### src/rtl/i2c_write_sequencer.sv
// rtl/i2c_write_sequencer.sv - issues a fixed table of register writes through an I2C master
// Each entry is latched into m_addr/m_sub/m_data, started, awaited, then spaced by a gap.
module i2c_write_sequencer #(
  parameter int NUM_ENTRIES    = 4,
  parameter int GAP_CYCLES     = 16,
  parameter int TIMEOUT_CYCLES = 4096
) (
  input  logic                      clk,
  input  logic                      reset_n,
  input  logic                      go,
  input  logic                      abort,
  input  logic [NUM_ENTRIES*23-1:0] table_i,
  output logic                      m_start,
  output logic [6:0]                m_addr,
  output logic [7:0]                m_sub,
  output logic [7:0]                m_data,
  input  logic                      m_ready,
  input  logic                      m_done,
  output logic                      busy,
  output logic                      finished,
  output logic                      timeout_err,
  output logic [3:0]                cur_index
);

  localparam int GAP_W = $clog2(GAP_CYCLES + 1);
  localparam int TMO_W = $clog2(TIMEOUT_CYCLES + 1);
  localparam logic [GAP_W-1:0] GAP_LAST = GAP_W'(GAP_CYCLES - 1);
  localparam logic [TMO_W-1:0] TMO_LAST = TMO_W'(TIMEOUT_CYCLES - 1);
  localparam logic [3:0]       LAST_IDX = 4'(NUM_ENTRIES - 1);

  typedef enum logic [2:0] {
    S_IDLE, S_WAIT_READY, S_START, S_WAIT_DONE, S_GAP, S_FINISH, S_ERROR
  } state_t;

  state_t           state_q;
  logic [3:0]       idx_q;
  logic [GAP_W-1:0] gap_q;
  logic [TMO_W-1:0] tmo_q;
  logic             m_start_q;
  logic [6:0]       m_addr_q;
  logic [7:0]       m_sub_q;
  logic [7:0]       m_data_q;
  logic             finished_q;
  logic             timeout_err_q;

  // Padded to 16 slots so a 4-bit index always selects a defined entry.
  logic [22:0] entry_arr [16];
  for (genvar k = 0; k < 16; k++) begin : g_entry
    if (k < NUM_ENTRIES) begin : g_used
      assign entry_arr[k] = table_i[23*k +: 23];
    end else begin : g_unused
      assign entry_arr[k] = '0;
    end
  end

  logic [3:0] idx_next;
  logic       in_flight;
  logic       counting;
  logic       take_done;

  assign idx_next  = idx_q + 4'd1;
  assign counting  = (state_q == S_WAIT_READY) || (state_q == S_START) ||
                     (state_q == S_WAIT_DONE);
  assign in_flight = counting || (state_q == S_GAP);
  assign take_done = m_done && ((state_q == S_START) || (state_q == S_WAIT_DONE));

  always_ff @(posedge clk or negedge reset_n) begin
    if (!reset_n) begin
      state_q       <= S_IDLE;
      idx_q         <= '0;
      gap_q         <= '0;
      tmo_q         <= '0;
      m_start_q     <= 1'b0;
      m_addr_q      <= '0;
      m_sub_q       <= '0;
      m_data_q      <= '0;
      finished_q    <= 1'b0;
      timeout_err_q <= 1'b0;
    end else begin
      finished_q <= 1'b0;
      if (counting && tmo_q != TMO_LAST) begin
        tmo_q <= tmo_q + TMO_W'(1);
      end

      if (abort && in_flight) begin
        state_q       <= S_ERROR;
        m_start_q     <= 1'b0;
        timeout_err_q <= 1'b1;
      end else if (counting && tmo_q == TMO_LAST) begin
        state_q       <= S_ERROR;
        m_start_q     <= 1'b0;
        timeout_err_q <= 1'b1;
      end else if (take_done) begin
        // A done seen while still in START counts as accepted and completed.
        m_start_q <= 1'b0;
        if (idx_q == LAST_IDX) begin
          state_q    <= S_FINISH;
          finished_q <= 1'b1;
        end else begin
          idx_q                          <= idx_next;
          {m_addr_q, m_sub_q, m_data_q}  <= entry_arr[idx_next];
          gap_q                          <= '0;
          state_q                        <= S_GAP;
        end
      end else begin
        case (state_q)
          S_IDLE: begin
            if (go) begin
              idx_q                         <= '0;
              timeout_err_q                 <= 1'b0;
              {m_addr_q, m_sub_q, m_data_q} <= entry_arr[4'd0];
              tmo_q                         <= '0;
              state_q                       <= S_WAIT_READY;
            end
          end
          S_WAIT_READY: begin
            if (m_ready) begin
              m_start_q <= 1'b1;
              state_q   <= S_START;
            end
          end
          S_START: begin
            if (!m_ready) begin
              m_start_q <= 1'b0;
              state_q   <= S_WAIT_DONE;
            end
          end
          S_WAIT_DONE: begin
            state_q <= S_WAIT_DONE;
          end
          S_GAP: begin
            if (gap_q == GAP_LAST) begin
              tmo_q   <= '0;
              state_q <= S_WAIT_READY;
            end else begin
              gap_q <= gap_q + GAP_W'(1);
            end
          end
          S_FINISH: begin
            state_q <= S_IDLE;
          end
          S_ERROR: begin
            // Requiring go low as well keeps a held button from re-triggering.
            m_start_q     <= 1'b0;
            timeout_err_q <= 1'b1;
            if (!abort && !go) begin
              state_q <= S_IDLE;
            end
          end
          default: begin
            state_q <= S_IDLE;
          end
        endcase
      end
    end
  end

  assign m_start     = m_start_q;
  assign m_addr      = m_addr_q;
  assign m_sub       = m_sub_q;
  assign m_data      = m_data_q;
  assign busy        = in_flight;
  assign finished    = finished_q;
  assign timeout_err = timeout_err_q;
  assign cur_index   = idx_q;

endmodule

### config.mk
export PLATFORM = sky130hd
export DESIGN_NAME = i2c_write_sequencer
export DESIGN_NICKNAME = d
export VERILOG_FILES = /design/src/rtl/i2c_write_sequencer.sv
export SDC_FILE = /design/constraint.sdc
export NUM_CORES = 1
export LEC_CHECK = 0
export ABC_AREA = 1
export CORE_UTILIZATION = 50
export CTS_CLUSTER_SIZE = 8
export DETAILED_ROUTE_END_ITERATION = 8
export PLACE_DENSITY = 0.95
export SKIP_CTS_REPAIR_TIMING = 1
export SLEW_MARGIN = 25
export SYNTH_ARGS = -nofsm -noshare
export SYNTH_HDL_FRONTEND = slang
export SYNTH_SLANG_ARGS = --single-unit
### constraint.sdc
create_clock -name clk -period 4.94 [get_ports clk]
set_input_delay 0.988 -clock clk [delete_from_list [all_inputs] [get_ports clk]]
set_output_delay 0.988 -clock clk [all_outputs]
set_load 0.1 [all_outputs]
Word level (Yosys, flattened, before mapping)

Cells that the tools add are included.

Flip-flop bits (word level): 51
Input port bits: 98
Word-level logic and storage cells: 112

Add/subtract/negate cells: 3
$lt $le $gt $ge: 1
Equality and inequality tests: 18
Multiplexer cells: 55
Bitwise gates (word level): 3
Reductions and logical operators: 22

Operator list:

| cell                  | count |
|---|---|
| $bmux 23 s4           | 1 |
| $mux 13               | 6 |
| $mux 8                | 8 |
| $mux 23               | 2 |
| $mux 7                | 4 |
| $pmux 13 s2           | 1 |
| $mux 3                | 8 |
| $mux 5                | 4 |
| $pmux 3 s6            | 1 |
| $mux 4                | 4 |
| $reduce_and 5->1      | 3 |
| $mux 1                | 14 |
| $add 13x1->13 const B | 1 |
| $eq 13x12->1 const B  | 1 |
| $ne 13x12->1 const B  | 1 |
| $ne 5x3->1 const B    | 2 |
| $ne 5x5->1 const B    | 2 |
| $eq 3x2->1 const B    | 2 |
| $eq 3x3->1 const B    | 2 |
| $reduce_and 3->1      | 2 |
| $reduce_bool 2->1     | 3 |
| $reduce_bool 6->1     | 1 |
| $add 5x1->5 const B   | 1 |
| $eq 5x4->1 const B    | 1 |
| other kinds (17)      | 27 |

Logic depth before layout (Yosys ltp)

Depth after elaboration: 10
Depth in mapped cells: 11
Depth with buffers taken out: 11

Worst setup path after synthesis

No wires, ideal clock.

Path type: register to register
Start point: reg idx_q[0] (netlist: cur_index[0])
End point: reg m_addr_q[5] (netlist: m_addr[5])
Library setup time: 0.119 ns
Arrival: 2.211 ns
Data required time: 4.821 ns
Path slack: 2.610 ns
Stages on the path, launching flop included: 9
Path buffers: 1
Period minus slack after synthesis: 2.330 ns
Cells stage by stage: dfrtp_1 > ha_1 > nor3b_1 > nand3_1 > nand4_4 > inv_4 > buf_12 > nand2_4 > nand2_2

Longest elaborated chain between the ends: 7

RTL lines:

| item                                        | line | source |
|---|---|---|
| from (decl)                                 | 36   | `logic [3:0] idx_q;` |
| from (signal assigned)                      | 100  | `idx_q <= idx_next;` |
| $add 4x1->4                                 | 61   | `assign idx_next = idx_q + 4'd1;` |
| $not 4->5 (not written as such)             | 101  | `{m_addr_q, m_sub_q, m_data_q} <= entry_arr[idx_next];` |
| $bmux 23 s4                                 | 101  |  |
| $mux 23 (not written as such) (2 in series) | 101  |  |
| $mux 7                                      | 96   | `if (idx_q == LAST_IDX) begin` |
| $mux 7                                      | 93   | `end else if (take_done) begin` |
| to (signal assigned)                        | 101  |  |
| to (signal assigned)                        | 111  | `{m_addr_q, m_sub_q, m_data_q} <= entry_arr[4'd0];` |
| to (decl)                                   | 40   | `logic [6:0] m_addr_q;` |

Several ways; a longest one is shown, not always the timed one. The select of a mux whose other input is x is not followed.
A chain may end at the register's enable or synchronous reset.

Worst setup path after layout

Start point: reg state_q[1]
End point: out busy

Longest elaborated chain between the ends: 4

RTL lines:

| item                                     | line | source |
|---|---|---|
| from (decl)                              | 35   | `state_t state_q;` |
| from (signal assigned)                   | 69   | `state_q <= S_IDLE;` |
| from (signal assigned)                   | 86   | `state_q <= S_ERROR;` |
| from (signal assigned)                   | 90   | `state_q <= S_ERROR;` |
| $eq 3x1->1 or $eq 3x2->1 (tied branches) | 62   | `assign counting = (state_q == S_WAIT_READY) \|\| (state_q == S_START) \|\|` |
| $logic_or 1x1->1 (2 in series)           | 62   |  |
| $logic_or 1x1->1 (*)                     | 64   | `assign in_flight = counting \|\| (state_q == S_GAP);` |
| to (decl)                                | 19   | `output logic busy,` |

Mark *: on every way between the ends. The rest lies on a longest branch, timed or not.

==> run summary <==
Count of warnings emitted by yosys: 0
Clock transition at path regs: 90 ps
CTS Buffer Depth: 2
Placed Area: 0.005030 mm²
Layout cell share with drive strength beyond 1: 11.88%
Crit. End Element: output pin
Initial core utilization: 51.82%
Synth top area share: 33.95%
Sequential-to-total area share from yosys stat: 33.95%
Crit Path Category: reg2out
Post-Syn Nets: 638
GRT Total Usage: 29.00%
Num rows: 31
# port buffers: 128
Max Fclk: 296.3 MHz
Nets: 749
Pwr Total: 3.489 mW
Hold Path Cell Cnt: 2
Clock skew: 5.240 ps
Unique masters post-synth: 31
Top_reg_cell synth: dfrtp_1
Cts bufs inserted: 5
RSZ-0062 raised after global routing: false
CTS tree: yes
CP startpoint: state_q[1]
Die area: 0.007868 mm²
Reg-to-reg endpoint: m_sub[5]
Dominant cell type by area after synthesis: dfrtp_1
Fin crit share: 68.32%
Design area: 0.005125 mm²
Vias in the first global route: 3863
Hold_sp: timeout_err
Largest family of logic cells by synthesized area: simple AND/OR/NAND/NOR gates
Die height: 88.70 µm
Required time of the worst setup path: 3950 ps
Reg2reg path depth: 9
Number of diodes: 0
Routed WL: 10730 µm
PD cells: 680.9 mW/mm²
Dpl cells: 739
Final core occ: 70.66%
Worst-Skew Late Latency: 310 ps
Core ar.: 0.007253 mm²
Cell Count, Final, Fillers Out: 747
WL met2: 5372 µm
Startpoint Class: flop
Min-Delay Endpoint: timeout_err
Setup violators final: 0
Pin count of the biggest net entering global routing: 52
GRT overflow: 0
Synth Register Bits: 51
Top layer in use: met4
Area Growth Syn to Fin: 36.35%
Proportion of synthesized flip-flops having asynchronous set or reset: 100.0%
Actual slew at the worst max-slew pin: 1023 ps
Clock Sinks: 51
Synth cell count leaders: nand2_1 (140), nor2_1 (79), o21ai_0 (58)
Maximum VDD drop: 353.4 µV
Antenna violations before repair: 0
Via Count: 4017
Most common cell in the netlist: nand2_1
TNS Setup: 0 ps
Post-route setup slack: 1565 ps
Simple-Gate Fraction of Synth Area: 42.84%
Outcome: complete, no violations
Met3 wire length: 882 µm
R2R Path Start: cur_index[0]
Max_slew headroom: 31.62%
Pre-antenna DRT Iters: 4
Complex-gate fraction of the synthesized area: 12.85%
ANT nets after route: 0
Worst reg-to-reg setup slack: 2070 ps
Post-synthesis xor/xnor area fraction: 1.864%
Mapped Area: 0.003759 mm²
Tmin final: 3375 ps
Synth area leaders: dfrtp_1 (34%), nand2_1 (14%), nor2_1 (7.9%), o21ai_0 (7.7%), nand2_4 (7.2%)
Final hold slack: 492.7 ps
Post-place setup slack: 1303 ps
Root Driver: clkbuf_8
Final hold vios: 0
Routability congestion estimate: 0.9458
DP HPWL: 7977 µm
Multiplexer share of the synthesized area: 0%
H-tree depth: 2
Drt via density: 5.378
Ports: 129
Synthesized area per cell: 7.012 µm²
CP Data Arrival Time: 2390 ps
Mapped Cells: 536
Initial DRC count: 171
DRC: 0
Adder-cell share of the synthesized area: 1.332%
Max Cap Viol: 0
Worst Hold Class: reg2reg
DR WL/cell: 14.37 µm
EDFF count, synth: 0
Met1 WL: 4268 µm
Static Leakage: 2.432 nW
Slew Viols, Final: 0
Crit-path max FO: 6
First-pass GRT wire length: 17560 µm
Die width: 88.70 µm
[state kept, by name, summed over array words and instances (netlist names)]
signal,cells
finished,1
m_start,1
gap_q,5
timeout_err,1
tmo_q,13
m_data,8
m_sub,8
state_q,3
cur_index,4
m_addr,7
[layout make-up]
type / instances / area (µm²)
sequential: 51 / 1276
inverter: 30 / 117.6
multi-input combinational: 429 / 2232
clock inverter: 3 / 15.01
tap: 99 / 123.9
clock buffer: 5 / 68.82
timing repair buffer: 130 / 1291
fill: 559 / 2128
[critical path, stage by stage, from the launching register on]
cell,delay [ps]
dfrtp_1,470
nor2_1,240
nand2_2,130
nand2_4,110
clkdlybuf4s50_1,1130
[cell families after synthesis]
logic type	count (synthesis)
buffers and inverters	56
XOR/XNOR	8
AO/OA/AOI/OAI	90
AND/OR/NAND/NOR	327
adder cells (fa/ha/maj)	4
flip-flops	51
[per-layer routing]
| layer | up-vias | GRT usage [%] |
|---|---|---|
| met3 | 18 | 5.877 |
| li1 | 1970 | - |
| met5 | - | 0 |
| met1 | 1860 | 35.29 |
| met2 | 169 | 51.26 |
| met4 | 0 | 9.531 |
[placed cells by master (no fill, tap or decap), types with 4 or more instances in the layout]
| cell type | count |
|---|---|
| nand4_1 | 5 |
| inv_2 | 6 |
| nor3_1 | 6 |
| nor2_1 | 79 |
| nand2_4 | 24 |
| o21ai_1 | 5 |
| o21ai_0 | 58 |
| clkbuf_8 | 5 |
| clkdlybuf4s50_1 | 127 |
| ha_1 | 4 |
| nand3_1 | 39 |
| dfrtp_1 | 51 |
| nand2_1 | 140 |
| nand2_2 | 23 |
| inv_1 | 22 |
| xor2_1 | 7 |
| o22ai_1 | 23 |
[how the worst max path moves through the flow]
| stage | slack (ps) | end |
|---|---|---|
| floorplan | 2610 | m_addr[5] |
| global placement | 1450 | m_addr[2] |
| detailed placement | 1300 | m_addr[4] |
| CTS | 1570 | busy |
| global route | 1430 | m_addr[3] |
| finish | 1560 | busy |
[power by group]
part / internal, mW / switching (mW) / total [mW]
registers: 0.583 / 0.139 / 0.721
clock network: 0.0973 / 0.140 / 0.237
logic: 0.699 / 1.83 / 2.53
Note: power is estimated with default switching activity, not from simulation.
